===== config.mk =====
export PLATFORM = sky130hd
export DESIGN_NAME = cache_flush_ctrl
export DESIGN_NICKNAME = d
export VERILOG_FILES = /design/src/rtl/cache_flush_ctrl_pkg.sv /design/src/rtl/cache_flush_pending.sv /design/src/rtl/cache_flush_ctrl.sv
export SDC_FILE = /design/constraint.sdc
export NUM_CORES = 1
export LEC_CHECK = 0
export CORE_ASPECT_RATIO = 0.6
export CORE_MARGIN = 8
export CORE_UTILIZATION = 41
export CTS_CLUSTER_SIZE = 10
export DETAILED_ROUTE_END_ITERATION = 6
export PLACE_DENSITY = 0.8
export SKIP_LAST_GASP = 1
export SLEW_MARGIN = 20
export SYNTH_ARGS = -nofsm -noshare
export SYNTH_HDL_FRONTEND = slang
export SYNTH_HIERARCHICAL = 1
export SYNTH_SLANG_ARGS = --single-unit

===== constraint.sdc =====
create_clock -name clk -period 3.1 [get_ports clk]
set_input_delay 0.62 -clock clk [delete_from_list [all_inputs] [get_ports clk]]
set_output_delay 0.62 -clock clk [all_outputs]
set_load 0.02 [all_outputs]

===== src/rtl/cache_flush_ctrl_pkg.sv =====
// ----------------------------------------------------------------------------
// cache_flush_ctrl_pkg
//
// Shared definitions for the cache flush coordinator:
//   - flush_state_e : flush sequencer states (3-bit encoding)
//                     IDLE=0, DRAIN=1, BEGIN=2, WAIT=3, RESP=4
//   - pending_width : width of the outstanding-request counter, large enough
//                     to hold the value PENDING_SIZE itself.
// ----------------------------------------------------------------------------
package cache_flush_ctrl_pkg;

    typedef enum logic [2:0] {
        ST_IDLE  = 3'd0,
        ST_DRAIN = 3'd1,
        ST_BEGIN = 3'd2,
        ST_WAIT  = 3'd3,
        ST_RESP  = 3'd4
    } flush_state_e;

    // The counter must be able to represent 0..size inclusive.
    function automatic int pending_width(input int size);
        return $clog2(size + 1);
    endfunction

endpackage


===== src/rtl/cache_flush_pending.sv =====
// ----------------------------------------------------------------------------
// cache_flush_pending
//
// Outstanding core request tracker. Counts core request handshakes up and core
// response handshakes down, both by population count, with increments and
// decrements in the same cycle applied as a single net update. The counter
// runs in every state of the flush sequencer, so handshakes in the cycle a
// flush is accepted are still tracked.
//
// Ports:
//   clk           in   clock
//   reset         in   asynchronous active-high reset (count -> 0)
//   core_req_fire in   [NUM_REQS] request handshakes this cycle
//   core_rsp_fire in   [NUM_REQS] response handshakes this cycle
//   pending_zero  out  registered flag: outstanding count is zero
// ----------------------------------------------------------------------------
module cache_flush_pending
    import cache_flush_ctrl_pkg::*;
#(
    parameter int NUM_REQS     = 4,
    parameter int PENDING_SIZE = 16
) (
    input  logic                clk,
    input  logic                reset,
    input  logic [NUM_REQS-1:0] core_req_fire,
    input  logic [NUM_REQS-1:0] core_rsp_fire,
    output logic                pending_zero
);

    localparam int PW = pending_width(PENDING_SIZE);
    localparam int CW = $clog2(NUM_REQS + 1);

    logic [PW-1:0] pending;
    logic [PW-1:0] pending_next;
    logic [CW-1:0] inc;
    logic [CW-1:0] dec;

    always_comb begin
        inc = '0;
        dec = '0;
        for (int i = 0; i < NUM_REQS; i++) begin
            inc = inc + CW'(core_req_fire[i]);
            dec = dec + CW'(core_rsp_fire[i]);
        end
        pending_next = pending + PW'(inc) - PW'(dec);
    end

    // The zero flag is registered together with the count so the sequencer
    // sees a clean flop output rather than a wide compare on the count.
    always_ff @(posedge clk or posedge reset) begin
        if (reset) begin
            pending      <= '0;
            pending_zero <= 1'b1;
        end else begin
            pending      <= pending_next;
            pending_zero <= (pending_next == '0);
        end
    end

    // The counter is sized for exactly PENDING_SIZE outstanding requests.
    a_no_overflow : assert property (@(posedge clk) disable iff (reset)
        (int'(pending) + int'(inc) - int'(dec)) <= PENDING_SIZE);

    // A response can only retire a request already counted or counted now.
    a_no_underflow : assert property (@(posedge clk) disable iff (reset)
        int'(dec) <= (int'(pending) + int'(inc)));

endmodule


===== src/rtl/cache_flush_ctrl.sv =====
// ----------------------------------------------------------------------------
// cache_flush_ctrl
//
// Cache-level flush coordinator (initiator side of the per-bank flush
// handshake). Accepts flush requests from the core lanes, locks the core bus,
// waits for outstanding core requests to drain, pulses flush_begin to every
// bank, collects each bank's one-cycle flush_end pulse and finally returns a
// flush response to every lane that was part of the accepted request.
//
// Sequence: IDLE -> DRAIN -> BEGIN -> WAIT -> RESP -> IDLE. All outputs are
// decoded from registered state only (Moore).
//
// Ports:
//   clk              in   clock
//   reset            in   asynchronous active-high reset; aborts any flush
//   flush_req_valid  in   [NUM_REQS]  per-lane flush request
//   flush_req_ready  out  [NUM_REQS]  per-lane accept (all ones in IDLE only)
//   flush_rsp_valid  out  [NUM_REQS]  per-lane completion
//   flush_rsp_ready  in   [NUM_REQS]  per-lane completion accept
//   core_req_fire    in   [NUM_REQS]  non-flush core request handshakes
//   core_rsp_fire    in   [NUM_REQS]  core response handshakes
//   core_bus_lock    out  blocks new core requests while a flush is active
//   bank_flush_begin out  [NUM_BANKS] one-cycle flush start pulse
//   bank_flush_end   in   [NUM_BANKS] one-cycle completion pulse per bank
//   flush_busy       out  sequencer is not IDLE
//
// Optional build macro CACHE_FLUSH_PERF_EN adds:
//   perf_flush_count  out [32] number of accepted flushes (wraps)
//   perf_flush_cycles out [32] cycles spent with flush_busy high (wraps)
// ----------------------------------------------------------------------------
module cache_flush_ctrl
    import cache_flush_ctrl_pkg::*;
#(
    parameter int NUM_REQS     = 4,
    parameter int NUM_BANKS    = 4,
    parameter int PENDING_SIZE = 16
) (
    input  logic                 clk,
    input  logic                 reset,
    input  logic [NUM_REQS-1:0]  flush_req_valid,
    output logic [NUM_REQS-1:0]  flush_req_ready,
    output logic [NUM_REQS-1:0]  flush_rsp_valid,
    input  logic [NUM_REQS-1:0]  flush_rsp_ready,
    input  logic [NUM_REQS-1:0]  core_req_fire,
    input  logic [NUM_REQS-1:0]  core_rsp_fire,
    output logic                 core_bus_lock,
    output logic [NUM_BANKS-1:0] bank_flush_begin,
    input  logic [NUM_BANKS-1:0] bank_flush_end,
    output logic                 flush_busy
`ifdef CACHE_FLUSH_PERF_EN
    ,
    output logic [31:0]          perf_flush_count,
    output logic [31:0]          perf_flush_cycles
`endif
);

    localparam logic [NUM_BANKS-1:0] BANKS_ALL = '1;

    flush_state_e         state;
    flush_state_e         state_next;
    logic [NUM_REQS-1:0]  lane_mask;
    logic [NUM_REQS-1:0]  lane_mask_next;
    logic [NUM_BANKS-1:0] bank_done;
    logic [NUM_BANKS-1:0] bank_done_next;
    logic                 pending_zero;

    // ------------------------------------------------------------------
    // Outstanding core request tracking
    // ------------------------------------------------------------------
    cache_flush_pending #(
        .NUM_REQS     (NUM_REQS),
        .PENDING_SIZE (PENDING_SIZE)
    ) u_pending (
        .clk           (clk),
        .reset         (reset),
        .core_req_fire (core_req_fire),
        .core_rsp_fire (core_rsp_fire),
        .pending_zero  (pending_zero)
    );

    // ------------------------------------------------------------------
    // Sequencer state
    // ------------------------------------------------------------------
    always_ff @(posedge clk or posedge reset) begin
        if (reset) begin
            state     <= ST_IDLE;
            lane_mask <= '0;
            bank_done <= '0;
        end else begin
            state     <= state_next;
            lane_mask <= lane_mask_next;
            bank_done <= bank_done_next;
        end
    end

    // ------------------------------------------------------------------
    // Next state and Moore outputs
    // ------------------------------------------------------------------
    always_comb begin
        state_next       = state;
        lane_mask_next   = lane_mask;
        bank_done_next   = bank_done;
        flush_req_ready  = '0;
        flush_rsp_valid  = '0;
        bank_flush_begin = '0;
        core_bus_lock    = 1'b1;

        case (state)
            ST_IDLE: begin
                core_bus_lock   = 1'b0;
                flush_req_ready = '1;
                // Every lane asking in this cycle joins the same flush.
                if (|flush_req_valid) begin
                    lane_mask_next = flush_req_valid;
                    state_next     = ST_DRAIN;
                end
            end

            ST_DRAIN: begin
                if (pending_zero) begin
                    state_next = ST_BEGIN;
                end
            end

            ST_BEGIN: begin
                bank_flush_begin = '1;
                bank_done_next   = '0;
                state_next       = ST_WAIT;
            end

            ST_WAIT: begin
                // Including this cycle's pulses lets the last bank's end
                // move us to RESP without an extra cycle. Repeated pulses
                // from a finished bank are absorbed by the OR.
                bank_done_next = bank_done | bank_flush_end;
                if (bank_done_next == BANKS_ALL) begin
                    state_next = ST_RESP;
                end
            end

            ST_RESP: begin
                flush_rsp_valid = lane_mask;
                lane_mask_next  = lane_mask & ~flush_rsp_ready;
                if (lane_mask_next == '0) begin
                    state_next = ST_IDLE;
                end
            end

            default: begin
                core_bus_lock = 1'b0;
                state_next    = ST_IDLE;
            end
        endcase
    end

    assign flush_busy = (state != ST_IDLE);

`ifdef CACHE_FLUSH_PERF_EN
    // ------------------------------------------------------------------
    // Performance counters (free-running, wrap at 2^32)
    // ------------------------------------------------------------------
    always_ff @(posedge clk or posedge reset) begin
        if (reset) begin
            perf_flush_count  <= '0;
            perf_flush_cycles <= '0;
        end else begin
            if (state == ST_IDLE && state_next == ST_DRAIN) begin
                perf_flush_count <= perf_flush_count + 32'd1;
            end
            if (flush_busy) begin
                perf_flush_cycles <= perf_flush_cycles + 32'd1;
            end
        end
    end
`endif

    // ------------------------------------------------------------------
    // Protocol checks on the environment
    // ------------------------------------------------------------------
    a_end_only_in_wait : assert property (@(posedge clk) disable iff (reset)
        (state == ST_WAIT) || (bank_flush_end == '0));

    a_no_req_when_locked : assert property (@(posedge clk) disable iff (reset)
        !(core_bus_lock && (|core_req_fire)));

endmodule

==> summary.md, run 1 <==
| Metric | Value |
|---|---|
| Run status | finished with violations |
| Failing checks | setup timing |
| Mapped Area | 1127 um2 |
| Via density | 4.849 |
| Worst slew pin tran | 503.9 ps |
| Post-synthesis compound-gate area fraction | 0.1521 |
| Later-pin clock latency in the skew report | 260 ps |
| CTS buffer count | 3 |
| Syn Nets | 146 |
| Internal power | 1.017 mW |
| Core area | 2557 um2 |
| Sequential-to-total area share from yosys stat | 0.3785 |
| Clk pwr share | 0.095 |
| Setup ws final | -43.01 ps |
| Synthesis-to-layout area growth | 35.63% |
| Syn avg cell area | 9.976 um2 |
| Synth Instances | 113 |
| Ratio of final minimum period to clock period | 1.014 |
| # clock sinks | 17 |
| WP data required | 3280 ps |
| CTS tree | yes |
| Total number of vias | 868 |
| Yosys warning total | 6 |
| Critical Path Sink Type | register |
| Drc violations | 0 |
| Post-DP Area | 1484 um2 |
| Initial antenna violation count | 0 |
| H-tree depth | 1 |
| DP HPWL | 2269 um |
| Initial DRT Pass Iterations | 4 |
| Die area | 4738 um2 |
| Gp weighted congestion | 0.7845 |
| Clk root buf | clkbuf_8 |
| Largest net degree at the start of global routing | 12 |
| Core Rows | 14 |
| Total grt overflow | 0 |
| First-pass GRT wire length | 4298 um |
| Pwr per Cell Area | 1149 nW/um2 |
| Vias in the first global route | 911 |
| Reg clk slew, reported paths | 70 ps |
| Crit path time final | 3143 ps |
| Final total negative setup slack | -43.01 ps |
| Main combinational cell family by area after synthesis | adder cells |
| Post-Synth Adder-Cell Area | 0.1687 |
| Max clock buf depth | 2 |
| Hold Vio Cnt, Final | 0 |
| Leakage | 0.7242 nW |
| Clock Skews | 6.270 ps |
| Final Cell Area | 1529 um2 |
| Max-slew violation count | 0 |
| Iter 0 DRT Violations | 83 |
| Worst path arrival time | 3320 ps |
| Die Wd | 83.70 um |
| Antenna viol nets, final | 0 |
| Combinational share of power | 0.663 |
| Sw frac | 0.4211 |
| Slew HR | 0.6626 |
| RSZ-0062 raised after global routing | true |
| Placed Instances | 174 |
| GRT Util Overall | 0.1101 |
| Total Nets Final | 181 |
| XOR/XNOR Fraction of Synth Area | 0.02331 |
| Worst Setup Start Kind | primary input |
| Total wire length | 2659 um |
| Multiplexer share of the synthesized area | 0 |
| Crit-path max FO | 2 |
| Ratio of cells with drive above 1 in the final layout | 0.2041 |
| Average wire per standard cell | 14.85 um |
| Die Y | 56.62 um |
| Cts hold-fix bufs | 0 |
| Flop pwr share | 0.243 |
| Net switching power | 0.7401 mW |
| Yosys cell types | 34 |
| DP Worst Slack | -781.1 ps |
| Max Fclk | 0.3182 GHz |
| Initial core utilization | 0.4408 |
| VDD IR max | 0.5602 mV |
| # diodes | 0 |
| Worst Hold Class | register to register |
| WS Path Type | primary input to register |
| FF+latch count, synth | 17 |
| PortBufs | 35 |
| Simple logic cell fraction of the synthesized area | 0.1365 |
| I/O pin total | 36 |
| Non-Filler Instances | 179 |
| Final setup vio count | 1 |
| Max-Cap Viols | 0 |
==> cell usage in the layout (no fill, tap or decap), types with 5 or more instances in the layout <==
| cell type | Yosys | routed |
|---|---|---|
| a21o_1 | 5 | 5 |
| and2_1 | 5 | 5 |
| clkdlybuf4s50_1 | 0 | 30 |
| dfrtp_1 | 16 | 16 |
| inv_1 | 26 | 21 |
| inv_2 | 0 | 5 |
| nor2_1 | 5 | 5 |
==> per-layer routing <==
layer / track usage / part of all wire / wire [um]
met1: 0.1358 / 0.45 / 1207
met2: 0.1752 / 0.48 / 1285
met3: 0.04173 / 0.056 / 148
met4: 0.02934 / 0.0064 / 17
met5: 0 / 0 / 0
==> critical path: stages <==
cell      delay (ps)
buf_2             70
inv_1             40
fa_1             500
fa_2             570
inv_2             40
fa_2             320
inv_2             70
ha_4             120
fa_2             430
or3_4            380
a211oi_2         150
==> power by group through the flow <==
| stage | Sequential (mW) | Clock (mW) | Combinational (mW) |
|---|---|---|---|
| after floorplan | 0.391 | 0 | 0.788 |
| after global placement | 0.418 | 0 | 1.01 |
| after detailed placement | 0.428 | 0 | 1.08 |
| after CTS | 0.426 | 0.173 | 1.15 |
| after global routing | 0.439 | 0.183 | 1.28 |
| final | 0.426 | 0.167 | 1.16 |
==> final timing paths <==
path | slack (ps) | depth (start not counted) | to | from
max in group asynchronous | 2090 | 2 | lane_mask[1] | reset
worst min register to register | 510 | 2 | bank_done[3] | bank_done[3]
min in group asynchronous | 620 | 2 | u_pending/pending[3] | reset
worst min-delay path | 510 | 2 | bank_done[3] | bank_done[3]
worst max register to register | 20 | 11 | u_pending/pending_zero | u_pending/pending[0]
worst max-delay path | -40 | 11 | u_pending/pending_zero | core_rsp_fire[0]
==> cell families (layout without fill, tap and decap cells) <==
group / Yosys count / after routing
AOI/OAI and AO/OA: 25 / 25
xor gates and xnor gates: 3 / 3
adders and majority gates: 11 / 11
buffers and inverters: 34 / 68
DFF: 17 / 17
and+or+nand+nor: 23 / 23
==> cell usage after synthesis <==
| cell | n | area, um2 |
|---|---|---|
| nand3_1 | 1 | 5.000 |
| o31ai_1 | 1 | 7.510 |
| o211ai_1 | 1 | 7.510 |
| dfstp_2 | 1 | 26.28 |
| xnor2_1 | 2 | 17.52 |
| nor4_2 | 1 | 12.51 |
| dfrtp_1 | 16 | 400.4 |
| nor3b_2 | 1 | 12.51 |
| ha_1 | 4 | 50.05 |
| o22ai_1 | 4 | 25.02 |
| a21oi_1 | 4 | 20.02 |
| nor2_2 | 1 | 6.260 |
| or3_4 | 2 | 22.52 |
| o21a_1 | 1 | 7.510 |
| o21ai_1 | 2 | 10.01 |
| nand2_1 | 2 | 7.510 |
| and2b_4 | 1 | 10.01 |
| buf_4 | 6 | 45.04 |
| and2_1 | 5 | 31.28 |
| a21o_1 | 5 | 37.54 |
| a211oi_1 | 4 | 30.03 |
| clkinv_2 | 1 | 5.000 |
| nor4b_1 | 1 | 8.760 |
| xor2_1 | 1 | 8.760 |
| inv_1 | 26 | 97.59 |
| o21ai_0 | 1 | 5.000 |
| nor2_1 | 5 | 18.77 |
| and3_1 | 1 | 6.260 |
| or3_1 | 1 | 6.260 |
| a31o_1 | 1 | 8.760 |
| fa_1 | 7 | 140.1 |
| a211oi_2 | 1 | 12.51 |
| buf_6 | 1 | 11.26 |
| nor2b_1 | 1 | 6.260 |
==> state kept, by name (all words and copies together) (netlist names) <==
name and flops:
bank_done 4, lane_mask 4, state 3, u_pending/pending_zero 1, u_pending/pending 5
==> final cells by class <==
cell class	count	area, um2
tap	32	40.04
multi-input combinational	62	566.8
inverter	27	102.6
clock buffer	3	41.29
sequential	17	426.7
fill	209	1028
timing repair buffer	37	346.6
clock inverter	1	5.005
==> stage by stage <==
| stage | hold slack, ps | util | total power, mW |
|---|---|---|---|
| final | 505.2 | 0.5978 | 1.758 |
| after global routing | 532.3 | 0.5978 | 1.899 |
| after CTS | 512.6 | 0.5959 | 1.746 |
| after detailed placement | 494.4 | 0.5802 | 1.504 |
| after floorplan | 410.2 | - | 1.178 |
| after global placement | 476.5 | 0.5802 | 1.429 |
==> timing repair <==
| action | 4_1_cts | 5_1_grt |
|---|---|---|
| pin swaps | 10 | 2 |
| setup buffers | 1 | 0 |
| setup endpoints to repair | 3 | 1 |
| gates cloned | 0 | 0 |
| gates resized for setup | 22 | 1 |
Note: power is estimated with default switching activity, not from simulation.
==> inputs of run 2 (changes only) <==
--- a/config.mk
+++ b/config.mk
@@ -10,7 +10,8 @@
 export CORE_UTILIZATION = 41
 export CTS_CLUSTER_SIZE = 10
 export DETAILED_ROUTE_END_ITERATION = 6
-export PLACE_DENSITY = 0.8
+export PLACE_DENSITY = 0.86
+export SETUP_SLACK_MARGIN = 0.5
 export SKIP_LAST_GASP = 1
 export SLEW_MARGIN = 20
 export SYNTH_ARGS = -nofsm -noshare
==> summary.md, run 2 (synthesis results as in run 1) <==
| Metric | Value |
|---|---|
| Initial core utilization | 0.4408 |
| Core Rows | 14 |
| WS Path Type | primary input to register |
| Die Y | 56.62 um |
| Pwr per Cell Area | 1173 nW/um2 |
| Die area | 4738 um2 |
| Cts hold-fix bufs | 0 |
| WP data required | 3280 ps |
| Sw frac | 0.4323 |
| Failing checks | setup timing |
| Max-Cap Viols | 0 |
| Total number of vias | 916 |
| Clock Skews | 3.557 ps |
| Max Fclk | 0.3114 GHz |
| Iter 0 DRT Violations | 61 |
| Clk pwr share | 0.090 |
| Hold EP | bank_done[0] |
| Drc violations | 0 |
| Commonest non-fill, non-tap cell in the layout | clkdlybuf4s50_1 |
| # diodes | 0 |
| Final total negative setup slack | -111.2 ps |
| Final setup vio count | 1 |
| Flop pwr share | 0.240 |
| I/O pin total | 36 |
| Via density | 5.089 |
| DP HPWL | 2365 um |
| Total grt overflow | 0 |
| RSZ-0062 raised after global routing | true |
| Slew HR | 0.6672 |
| Most used cell, CP | inv_2 |
| Crit-path max FO | 2 |
| Worst path arrival time | 3390 ps |
| First-pass GRT wire length | 4609 um |
| # clock sinks | 17 |
| Most frequent cells in the layout | clkdlybuf4s50_1, inv_1, dfrtp_1 |
| Worst reg2reg path depth | 11 |
| Top flop regs | u_pending/pending (5), bank_done (4), lane_mask (4) |
| Ratio of final minimum period to clock period | 1.036 |
| Average wire per standard cell | 16.12 um |
| Total Nets Final | 182 |
| Clk root buf | clkbuf_8 |
| Combinational share of power | 0.670 |
| Largest reg by FF count | u_pending/pending |
| Max clock buf depth | 2 |
| Initial antenna violation count | 0 |
| CP delay by family, top | adder cells |
| Internal power | 1.048 mW |
| Synthesis-to-layout area growth | 39.51% |
| Reg clk slew, reported paths | 60 ps |
| Net switching power | 0.7977 mW |
| Crit path largest cell delay | 550 ps |
| Worst Hold Class | register to register |
| Die Wd | 83.70 um |
| GRT Util Overall | 0.1183 |
| Ratio of cells with drive above 1 in the final layout | 0.2365 |
| Hold Vio Cnt, Final | 0 |
| Register-to-Register Setup Slack | -70 ps |
| Hold Crit Start | bank_done[0] |
| Crit path time final | 3211 ps |
| Max reg flops | 5 |
| Crit-path cells | buf_6 -> inv_2 -> fa_1 -> inv_2 -> fa_2 -> inv_2 -> fa_2 -> inv_2 -> ha_4 -> fa_2 -> or3_4 -> a211oi_2 |
| DP Worst Slack | -896.7 ps |
| Gp weighted congestion | 0.8371 |
| CTS buffer count | 3 |
| PortBufs | 35 |
| Bufs and invs on worst path | 5 |
| Post-layout util | 0.6150 |
| Slowest cell on crit path | fa_1 |
| Leakage | 0.7467 nW |
| Worst Setup Start Kind | primary input |
| Initial DRT Pass Iterations | 4 |
| Total wire length | 2902 um |
| R2R Path Start | u_pending/pending[0] |
| Reg2reg end | u_pending/pending_zero |
| Antenna viol nets, final | 0 |
| VDD IR max | 0.5394 mV |
| Max-slew violation count | 0 |
| CTS tree | yes |
| Hold depth | 2 |
| Run status | finished with violations |
| Setup ws final | -111.2 ps |
| H-tree depth | 1 |
| CP startpoint | core_req_fire[1] |
| Vias in the first global route | 991 |
| Later-pin clock latency in the skew report | 260 ps |
| Critical Path Sink Type | register |
| Worst slew pin tran | 492.3 ps |
| Core area | 2557 um2 |
| Largest net degree at the start of global routing | 12 |
run 2: worst max path at each step:
stage                                         to  slack (ps)  cells past startpoint
after global routing      u_pending/pending_zero        -130                     12
after global placement    u_pending/pending_zero        -750                     12
after CTS                 u_pending/pending_zero        -110                     12
final                     u_pending/pending_zero        -110                     12
after floorplan           u_pending/pending_zero        -130                     11
after detailed placement  u_pending/pending_zero        -900                     12
run 2: through the flow:
step           total power, mW  cell area, um2  hold WS, ps  cells
3_3_place_gp             1.437            1496        477.0    174
6_report                 1.845            1573        500.0    180
5_1_grt                  2.002            1573        534.0    180
2_1_floorplan            1.179            1155        410.2    113
4_1_cts                  1.831            1560        499.6    179
3_5_place_dp             1.544            1496        484.3    174
run 2: final cells by class:
cell class              instances  area, um2
multi-input cells              63      595.6
repair buffers                 37      350.3
inverters                      27      115.1
clock buffers                   4      45.04
flip-flops and latches         17      426.7
fillers                       189      984.7
well taps                      32      40.04
run 2: per-layer routing:
layer	part of all wire	GRT usage	vias up
met2	0.51	0.2092	26
met4	0.025	0.04156	0
met1	0.42	0.1317	451
met5	0	0	-
li1	-	-	430
met3	0.043	0.03597	9
run 2: worst min-delay path: stages, from the launching register on:
cell and delay (ps):
dfrtp_1 340, a21oi_1 40, nor2_1 70
run 2: what timing repair did:
item | CTS | global route
setup endpoints to repair | 14 | 13
gates cloned | 0 | 1
pin swaps | 10 | 2
resized for setup | 36 | 0
buffers inserted | 1 | 0
run 2: power groups by stage:
stage          Sequential, mW  Clock, mW  Combinational, mW
4_1_cts                 0.433      0.166               1.23
6_report                0.443      0.166               1.24
5_1_grt                 0.456      0.182               1.36
3_3_place_gp            0.416          0               1.02
3_5_place_dp            0.428          0               1.12
2_1_floorplan           0.391          0              0.789
